File: config.mk
export PLATFORM = sky130hd
export DESIGN_NAME = btn_move_ctrl_flat
export DESIGN_NICKNAME = d
export VERILOG_FILES = /design/src/rtl/btn_move_if.sv /design/src/rtl/btn_move_ctrl.sv /design/src/flat_wrapper.sv
export SDC_FILE = /design/constraint.sdc
export NUM_CORES = 1
export LEC_CHECK = 0
export ABC_AREA = 1
export BUFFER_PORTS_ARGS = -buffer_cell sky130_fd_sc_hd__clkbuf_2
export CAP_MARGIN = 20
export CORE_ASPECT_RATIO = 1.5
export CORE_MARGIN = 2
export CORE_UTILIZATION = 40
export CTS_BUF_LIST = sky130_fd_sc_hd__clkbuf_4 sky130_fd_sc_hd__clkbuf_8
export DETAILED_ROUTE_END_ITERATION = 10
export GPL_TIMING_DRIVEN = 0
export MAX_ROUTING_LAYER = met4
export PLACE_DENSITY_LB_ADDON = 0.05
export SYNTH_ARGS = -nofsm -noshare
export SYNTH_HDL_FRONTEND = slang
export SYNTH_SLANG_ARGS = --single-unit
File: constraint.sdc
create_clock -name clk -period 2 [get_ports clk]
set_input_delay 0.1 -clock clk [delete_from_list [all_inputs] [get_ports clk]]
set_output_delay 0.1 -clock clk [all_outputs]
set_load 0.1 [all_outputs]
File: src/rtl/btn_move_if.sv
// ============================================================================
// btn_move_if : raw board buttons in, conditioned move/tick/reset outputs out
// Revision 1.0
// ============================================================================
`default_nettype none

interface btn_move_if;
    logic       btnU;
    logic       btnD;
    logic       btnL;
    logic       btnR;
    logic       btnS;
    logic [4:0] o_btn_db;
    logic       o_tick;
    logic       o_move_valid;
    logic [1:0] o_dir;
    logic       o_game_rst;

    modport master (
        output btnU, btnD, btnL, btnR, btnS,
        input  o_btn_db, o_tick, o_move_valid, o_dir, o_game_rst
    );

    modport slave (
        input  btnU, btnD, btnL, btnR, btnS,
        output o_btn_db, o_tick, o_move_valid, o_dir, o_game_rst
    );
endinterface

`default_nettype wire

File: src/rtl/btn_move_ctrl.sv
// ============================================================================
// btn_move_ctrl : button sync/debounce, game tick, one move command per tick
// Revision 1.0
// ============================================================================
`default_nettype none

module btn_move_ctrl #(
    parameter int DEBOUNCE_CYCLES = 1_000_000,
    parameter int TICK_CYCLES     = 5_000_000
) (
    input  wire logic   clk,
    input  wire logic   rst,
    btn_move_if.slave   bus
);

    localparam int DB_W = $clog2(DEBOUNCE_CYCLES);
    localparam int TK_W = $clog2(TICK_CYCLES);
    localparam logic [DB_W-1:0] DB_MAX = DB_W'(DEBOUNCE_CYCLES - 1);
    localparam logic [TK_W-1:0] TK_MAX = TK_W'(TICK_CYCLES - 1);

    logic [4:0]      raw;
    logic [4:0]      sync1;
    logic [4:0]      sync2;
    logic [4:0]      stable;
    logic [4:0]      db;
    logic [4:0]      db_d;
    logic [4:0]      press;
    logic [TK_W-1:0] tick_cnt;
    logic            tick_now;
    logic            pending;
    logic [1:0]      pend_dir;
    logic            issue;
    logic [1:0]      issue_dir;
    logic            tick_r;
    logic            move_valid_r;
    logic [1:0]      dir_r;
    logic            game_rst_r;

    function automatic logic [1:0] prio_dir(input logic [3:0] d);
        if (d[0])      return 2'd0;
        else if (d[1]) return 2'd1;
        else if (d[2]) return 2'd2;
        else           return 2'd3;
    endfunction

    assign raw = {bus.btnS, bus.btnR, bus.btnL, bus.btnD, bus.btnU};

    always_ff @(posedge clk) begin
        if (rst) begin
            sync1 <= '0;
            sync2 <= '0;
        end else begin
            sync1 <= raw;
            sync2 <= sync1;
        end
    end

    // Any return to the stable level before the count expires restarts it.
    for (genvar i = 0; i < 5; i++) begin : g_btn
        logic [DB_W-1:0] cnt;
        logic            st;

        always_ff @(posedge clk) begin
            if (rst) begin
                cnt <= '0;
                st  <= 1'b0;
            end else if (sync2[i] == st) begin
                cnt <= '0;
            end else if (cnt == DB_MAX) begin
                cnt <= '0;
                st  <= sync2[i];
            end else begin
                cnt <= cnt + 1'b1;
            end
        end

        assign stable[i] = st;
    end

    always_ff @(posedge clk) begin
        if (rst) begin
            db   <= '0;
            db_d <= '0;
        end else begin
            db   <= stable;
            db_d <= db;
        end
    end

    assign press = db & ~db_d;

    always_ff @(posedge clk) begin
        if (rst) begin
            tick_cnt <= '0;
        end else if (tick_now) begin
            tick_cnt <= '0;
        end else begin
            tick_cnt <= tick_cnt + 1'b1;
        end
    end

    assign tick_now = (tick_cnt == TK_MAX);

    // A press landing in the tick cycle survives into the next tick period.
    always_ff @(posedge clk) begin
        if (rst) begin
            pending  <= 1'b0;
            pend_dir <= 2'd0;
        end else if (db[4]) begin
            pending  <= 1'b0;
        end else if (|press[3:0]) begin
            pending  <= 1'b1;
            pend_dir <= prio_dir(press[3:0]);
        end else if (tick_now) begin
            pending  <= 1'b0;
        end
    end

    always_comb begin
        issue     = 1'b0;
        issue_dir = pend_dir;
        if (tick_now && !db[4]) begin
            if (|db[3:0]) begin
                issue     = 1'b1;
                issue_dir = prio_dir(db[3:0]);
            end else if (pending) begin
                issue     = 1'b1;
                issue_dir = pend_dir;
            end
        end
    end

    always_ff @(posedge clk) begin
        if (rst) begin
            tick_r       <= 1'b0;
            move_valid_r <= 1'b0;
            dir_r        <= 2'd0;
            game_rst_r   <= 1'b0;
        end else begin
            tick_r       <= tick_now;
            move_valid_r <= issue;
            game_rst_r   <= press[4];
            if (issue) begin
                dir_r <= issue_dir;
            end
        end
    end

    assign bus.o_btn_db     = db;
    assign bus.o_tick       = tick_r;
    assign bus.o_move_valid = move_valid_r;
    assign bus.o_dir        = dir_r;
    assign bus.o_game_rst   = game_rst_r;

endmodule

`default_nettype wire

File: src/flat_wrapper.sv
// flat-port wrapper written by rule: the top's interface ports become plain ports
module btn_move_ctrl_flat 
#(
    parameter int DEBOUNCE_CYCLES = 1_000_000,
    parameter int TICK_CYCLES     = 5_000_000
)
  (clk, rst, bus_btnU, bus_btnD, bus_btnL, bus_btnR, bus_btnS, bus_o_btn_db, bus_o_tick, bus_o_move_valid, bus_o_dir, bus_o_game_rst);
  btn_move_if bus_i ();
  input  wire logic clk;
  input  wire logic rst;
  input wire logic [$bits(bus_i.btnU)-1:0] bus_btnU;
  input wire logic [$bits(bus_i.btnD)-1:0] bus_btnD;
  input wire logic [$bits(bus_i.btnL)-1:0] bus_btnL;
  input wire logic [$bits(bus_i.btnR)-1:0] bus_btnR;
  input wire logic [$bits(bus_i.btnS)-1:0] bus_btnS;
  output wire logic [$bits(bus_i.o_btn_db)-1:0] bus_o_btn_db;
  output wire logic [$bits(bus_i.o_tick)-1:0] bus_o_tick;
  output wire logic [$bits(bus_i.o_move_valid)-1:0] bus_o_move_valid;
  output wire logic [$bits(bus_i.o_dir)-1:0] bus_o_dir;
  output wire logic [$bits(bus_i.o_game_rst)-1:0] bus_o_game_rst;
  assign bus_i.btnU = bus_btnU;
  assign bus_i.btnD = bus_btnD;
  assign bus_i.btnL = bus_btnL;
  assign bus_i.btnR = bus_btnR;
  assign bus_i.btnS = bus_btnS;
  assign bus_o_btn_db = bus_i.o_btn_db;
  assign bus_o_tick = bus_i.o_tick;
  assign bus_o_move_valid = bus_i.o_move_valid;
  assign bus_o_dir = bus_i.o_dir;
  assign bus_o_game_rst = bus_i.o_game_rst;
  btn_move_ctrl #(.DEBOUNCE_CYCLES(DEBOUNCE_CYCLES), .TICK_CYCLES(TICK_CYCLES)) u_core (.clk(clk), .rst(rst), .bus(bus_i));
endmodule
==> flow_summary.ini, run 1 <==
[worst_setup_path]
r2r_slack_ns = 0.13
critPathKind = reg -> reg
crit_arrival_ns = 2.19
critPathTopFamily = simple AND/OR/NAND/NOR gates
worstReg2RegStart = u_core.tick_cnt[0]
worst-path-max-fanout = 10
crit_path_top_delay_cell = dfxtp_1
r2r_end = u_core.tick_cnt[9]
rr_worst_depth = 9
cp_cell_sequence = ha_1, nand3_4, clkinv_2, nand3_1, nor3_2, nand2_1, nand2_4, buf_6, a21oi_1
cp_data_required_time_ns = 2.32
cpPeakStageDelay_ns = 0.44
worstSetupEndpointType = register
startpoint_type = register
critPathBufInv = 2

[floorplanning]
dieWidth_um = 115
coreArea_um2 = 18000
dieArea_um2 = 19500
die_y_um = 170
io_pins = 17
fp-row-count = 60
initial_core_util = 0.409

[sta]
finalWorstSetupSlack_ns = 0.133
fmax_mhz = 535
finalCriticalPeriod_ns = 1.87
slew_headroom = 0.620
hold_viol = 0
min_period_over_period = 0.934
tightest_slew_ns = 0.573
drv_slew = 0
fin_hold_ws_ns = 0.393
clock_skew_ns = 0.0168
setup_viol = 0
setup_tns_ns = 0
grt_setup_unrepaired = false

[synth]
yosysUniqueCellTypes = 43
syn_area_um2 = 7360
avgSynthCellArea_um2 = 7.27
syn-instance-count = 1013
synth_top_area_frac = 0.424
synth.yosys.seq_area_share = 0.424
ys_ff_latch = 156
synth.yosys.warnings = 0
synth.area.top_cells = dfxtp_1, nand2_1, nor2_1
syn_nets = 1026
synth_top_area_cell = dfxtp_1

[grt]
gr-total-overflow = 0
grt_max_degree = 17
grt_pass1_vias = 5996
grt_pass1_wl_um = 27200
grt_antenna_before_repair = 0
grt_usage = 0.177

[routing]
final_antenna_net_count = 0
post_drt_wl_per_cell_um = 12.2
first_iter_violations = 332
vias = 6171
drt_pre_antenna_iters = 4
wl_um = 15600
drc = 0
vias_per_cell = 4.82

[layout]
final_nets = 1066
fillers = 1907
fin_cells = 1280
drive_above_1_share = 0.105
n_antenna_cell = 0
area_growth_pct = 11.4

[placement]
dp_slack_ns = 0.0319
place_congestion = 0.814
hpwl_um = 11800
portBuffers = 15
dp.cells = 1245

[worst_hold_path]
hold_path_end = u_core.bus.o_game_rst
whs_path_depth = 1
min_path_type = reg -> reg
timing.hold.worst.start = u_core.db_d[4]

[pwr]
ir_drop_uv = 389
power.density_nw_per_um2 = 705
leakagePower_nw = 2.86

[outcome]
status = completed

[clock_tree]
clk_pin_slew_ns = 0.08
clock_path_buffers = 2
clkLatencyLatePin_ns = 0.44
tritoncts = done
clock-sinks = 156
root_buffer = clkbuf_8
postCtsSetupBuffers = 0
cts_buffers = 17
htreeDepth = 4

[run]
drv_cap = 0
[Yosys cell counts (all sizes together)]
| library cell | instances |
|---|---|
| a21o | 1 |
| xor2 | 35 |
| inv | 129 |
| a21oi | 52 |
| o22ai | 3 |
| or2 | 13 |
| dfxtp | 156 |
| xnor2 | 14 |
| nor4 | 6 |
| a211oi | 2 |
| nand3b | 5 |
| nor3 | 69 |
| o21ai | 23 |
| nand2 | 193 |
| and3 | 1 |
| a31oi | 1 |
| nor2 | 191 |
| nand4 | 33 |
| clkbuf | 3 |
| ha | 6 |
| nand3 | 50 |
| clkinv | 1 |
| nor3b | 13 |
| buf | 13 |
[worst max-delay path by stage]
stage                                start                      end  slack (ns)  cells after the start
finish                  u_core.tick_cnt[0]       u_core.tick_cnt[9]        0.13                      9
global route        u_core.g_btn[4].cnt[0]  u_core.g_btn[4].cnt[16]       0.008                      9
CTS                 u_core.g_btn[1].cnt[0]  u_core.g_btn[1].cnt[16]       0.009                      7
detailed placement  u_core.g_btn[1].cnt[0]  u_core.g_btn[1].cnt[15]        0.03                      7
global placement    u_core.g_btn[1].cnt[0]  u_core.g_btn[1].cnt[18]        0.04                      7
floorplan           u_core.bus.o_btn_db[0]       u_core.pend_dir[0]        0.06                      7
[metal layers]
| metal | up-vias | global-route usage | routed length, um |
|---|---|---|---|
| li1 | 3321 | - | - |
| met1 | 2762 | 0.196 | 6960 |
| met2 | 69 | 0.311 | 7920 |
| met3 | 19 | 0.0427 | 472 |
| met4 | 0 | 0.0571 | 288 |
| met5 | - | - | 0 |
[worst reg2reg max path: stages (launching register included)]
cell and delay, ns:
dfxtp_1 0.44, ha_1 0.31, nand3_4 0.16, clkinv_2 0.15
nand3_1 0.10, nor3_2 0.11, nand2_1 0.13, nand2_4 0.14
buf_6 0.18, a21oi_1 0.05
[metrics by stage]
stage	area, um2	power, mW	util
2_1_floorplan	7360	3.27	-
3_3_place_gp	7710	3.30	0.428
3_5_place_dp	7710	3.30	0.428
4_1_cts	8190	5.88	0.454
5_1_grt	8200	6.02	0.455
6_report	8200	5.78	0.455
[flip-flops by register name (all words and copies together), names as in the netlist]
| name | cells |
|---|---|
| u_core.sync2 | 5 |
| u_core.g_btn.st | 5 |
| u_core.bus.o_tick | 1 |
| u_core.bus.o_dir | 2 |
| u_core.pend_dir | 2 |
| u_core.g_btn.cnt | 100 |
| u_core.db_d | 5 |
| u_core.bus.o_game_rst | 1 |
| u_core.pending | 1 |
| u_core.bus.o_btn_db | 5 |
| u_core.sync1 | 5 |
| u_core.tick_cnt | 23 |
| u_core.bus.o_move_valid | 1 |
[logic make-up (layout without fill, tap and decap cells)]
group | count (synthesis) | in the layout | share of synthesized area
AOI/OAI and AO/OA | 82 | 82 | 0.0580
and+or+nand+nor | 574 | 574 | 0.367
buffers and inverters | 146 | 196 | 0.0821
adders and majority gates | 6 | 6 | 0.0102
DFF | 156 | 156 | 0.424
xor gates and xnor gates | 49 | 49 | 0.0583
[power breakdown]
part           total (mW)  internal (mW)  switching [mW]
clock                2.55           1.43            1.12
combinational       0.102         0.0391          0.0632
sequential           3.13           3.12          0.0139
total                5.78           4.59            1.20
[cell type report]
cell class | count | area [um2] | share of cell area
buffer | 16 | 120 | 0.0146
sequential | 156 | 3130 | 0.381
timing repair buffer | 21 | 135 | 0.0165
clock buffer | 21 | 277 | 0.0337
multi-input combinational | 711 | 3640 | 0.444
clock inverter | 8 | 143 | 0.0174
tap | 217 | 272 | 0.0331
inverter | 130 | 489 | 0.0596
[cells in the final DEF, fill, tap and decap left out, drive strengths merged, types with 6 or more instances in the layout]
| cell type | n |
|---|---|
| a21oi | 52 |
| buf | 11 |
| clkbuf | 41 |
| dfxtp | 156 |
| dlygate4sd3 | 6 |
| ha | 6 |
| inv | 129 |
| nand2 | 193 |
| nand3 | 50 |
| nand4 | 33 |
| nor2 | 191 |
| nor3 | 69 |
| nor3b | 13 |
| nor4 | 6 |
| o21ai | 23 |
| or2 | 13 |
| xnor2 | 14 |
| xor2 | 35 |
[repair_timing]
action | in CTS | in global routing
hold endpoints to repair | 12 | 0
hold buffers | 6 | 0
gates resized for setup | 0 | 5
endpoints found under the setup margin | 0 | 23
Power figures use the tool's default switching activity.
==> inputs of run 2 (changes only) <==
==> constraint.sdc (replaced) <==
create_clock -name clk -period 1.51 [get_ports clk]
set_input_delay 0.0755 -clock clk [delete_from_list [all_inputs] [get_ports clk]]
set_output_delay 0.0755 -clock clk [all_outputs]
set_load 0.1 [all_outputs]
==> run 2 against run 1 <==
Net effect: the flow now finishes with violations (negative setup slack); first-iteration DRC count down 23%; final area is 20% higher; count of clock-buffer cells in the layout increased by 1; register-to-register slack got worse by 0.17 ns; combinational power rose by 140%; cell count grew 5.5%; hold slack worse by 0.032 ns; clock skew up 0.0018 ns; critical path type unchanged; critical endpoint is now u_core.g_btn[2].cnt[12].
==> flow_summary.ini, run 2 (same netlist as run 1, synthesis figures left out) <==
[pwr]
leakagePower_nw = 3.46
power.density_nw_per_um2 = 821
sw_frac_of_total = 0.215
p_switching_mw = 1.74
p_int_mw = 6.36
power_frac_seq = 0.512
power.share.clock = 0.458
ir_drop_uv = 511
power_mw = 8.10
power_frac_comb = 0.030

[routing]
wl_um = 17900
drt_pre_antenna_iters = 4
final_antenna_net_count = 0
drc = 0
post_drt_wl_per_cell_um = 13.2
vias_per_cell = 4.90
first_iter_violations = 257
vias = 6620

[placement]
hpwl_um = 11900
dp.cells = 1245
portBuffers = 15
place_congestion = 0.845

[clock_tree]
clock-sinks = 156
tritoncts = done
clkLatencyLatePin_ns = 0.46
htreeDepth = 4
clock_path_buffers = 2
cts_buffers = 17
clk_pin_slew_ns = 0.08
root_buffer = clkbuf_8

[outcome]
violations = negative setup slack
status = finished with violations

[run]
drv_cap = 0

[floorplanning]
io_pins = 17
dieArea_um2 = 19500
dieWidth_um = 115
die_y_um = 170
fp-row-count = 60
initial_core_util = 0.409
coreArea_um2 = 18000

[worst_setup_path]
r2r_slack_ns = -0.04
critPathKind = reg -> reg
worst-path-max-fanout = 5
cp_cell_sequence = ha_4, nand2_4, nor2_4, inv_2, nor2_4, nand2_2, nor2_2, nand2_2, nand2_4, buf_6, nor3b_1
rr_worst_depth = 11
cp_data_required_time_ns = 1.85
startpoint_type = register
cpPeakStageDelay_ns = 0.36
worstSetupEndpointType = register
worstReg2RegStart = u_core.g_btn[2].cnt[1]
crit_arrival_ns = 1.89
crit_path_top_delay_cell = dfxtp_2
r2r_end = u_core.g_btn[2].cnt[12]

[layout]
largest_register = u_core.g_btn.cnt
final_nets = 1133
fin_cells = 1351
final_cell_mix = nand2_1, inv_1, nor2_1, dfxtp_1, buf_4
reg_top3 = u_core.g_btn.cnt: 100 flops, u_core.tick_cnt: 23 flops
drive_above_1_share = 0.340
area_growth_pct = 34.0
largest_reg_flops = 100
final_common_cell = nand2_1

[worst_hold_path]
hold_path_end = u_core.sync1[4]
whs_path_depth = 4
timing.hold.worst.start = bus_btnS
min_path_type = in -> reg

[sta]
finalCriticalPeriod_ns = 1.55
setup_viol = 23
drv_slew = 0
setup_tns_ns = -0.397
min_period_over_period = 1.03
tightest_slew_ns = 0.559
fmax_mhz = 645
finalWorstSetupSlack_ns = -0.0416
clock_skew_ns = 0.0186
fin_hold_ws_ns = 0.361
grt_setup_unrepaired = true
slew_headroom = 0.628
hold_viol = 0

[grt]
grt_pass1_wl_um = 29400
grt_max_degree = 17
grt_pass1_vias = 6464
grt_antenna_before_repair = 1
gr-total-overflow = 0
grt_usage = 0.191
run 2: final cells by class:
cell class / count / area [um2]
clock inverters: 10 / 186
diodes: 1 / 2.50
plain buffers: 15 / 151
multi-input cells: 711 / 4500
flip-flops and latches: 156 / 3190
inverters: 130 / 493
clock buffers: 22 / 284
fillers: 1769 / 8160
repair buffers: 89 / 787
well taps: 217 / 272
run 2: critical path, delay by kind of cell (launching register included):
family,cells,cell delay [ns]
and+or+nand+nor,8,0.73
DFF,1,0.36
buffers and inverters,2,0.22
adders and majority gates,1,0.15
run 2: routing by layer:
| layer | global-route usage | vias to the layer above | share of wire |
|---|---|---|---|
| li1 | - | 3464 | - |
| met1 | 0.213 | 3056 | 0.42 |
| met2 | 0.338 | 67 | 0.54 |
| met3 | 0.0324 | 33 | 0.021 |
| met4 | 0.0739 | 0 | 0.022 |
| met5 | - | - | 0 |
run 2: repair_timing:
item	CTS	global route
pin swaps	30	47
resized for setup	117	175
gates cloned	6	3
hold buffers	6	0
endpoints found under the setup margin	132	133
buffers inserted	38	23
hold endpoints to repair	12	0
run 2: worst max-delay path by stage:
stage	start	end	depth (start not counted)
6_report	u_core.g_btn[2].cnt[1]	u_core.g_btn[2].cnt[12]	11
5_1_grt	u_core.g_btn[2].cnt[1]	u_core.g_btn[2].cnt[12]	11
4_1_cts	u_core.g_btn[2].cnt[0]	u_core.g_btn[2].cnt[13]	11
3_5_place_dp	u_core.g_btn[1].cnt[0]	u_core.g_btn[1].cnt[12]	7
3_3_place_gp	u_core.g_btn[1].cnt[0]	u_core.g_btn[1].cnt[18]	7
2_1_floorplan	u_core.bus.o_btn_db[0]	u_core.pend_dir[0]	7
run 2: power by group through the flow:
| stage | clock network (mW) | registers, mW | logic (mW) |
|---|---|---|---|
| floorplan | 0 | 4.24 | 0.0866 |
| global placement | 0 | 4.25 | 0.127 |
| detailed placement | 0 | 4.25 | 0.127 |
| CTS | 3.82 | 4.15 | 0.195 |
| global route | 3.99 | 4.15 | 0.261 |
| finish | 3.71 | 4.15 | 0.240 |
run 2: stage by stage:
stage | setup slack, ns | area, um2 | utilization
4_1_cts | -0.113 | 9050 | 0.502
5_1_grt | -0.128 | 9860 | 0.547
6_report | -0.0416 | 9860 | 0.547
3_5_place_dp | -0.386 | 7720 | 0.429
2_1_floorplan | -0.0657 | 7380 | -
3_3_place_gp | -0.360 | 7720 | 0.429
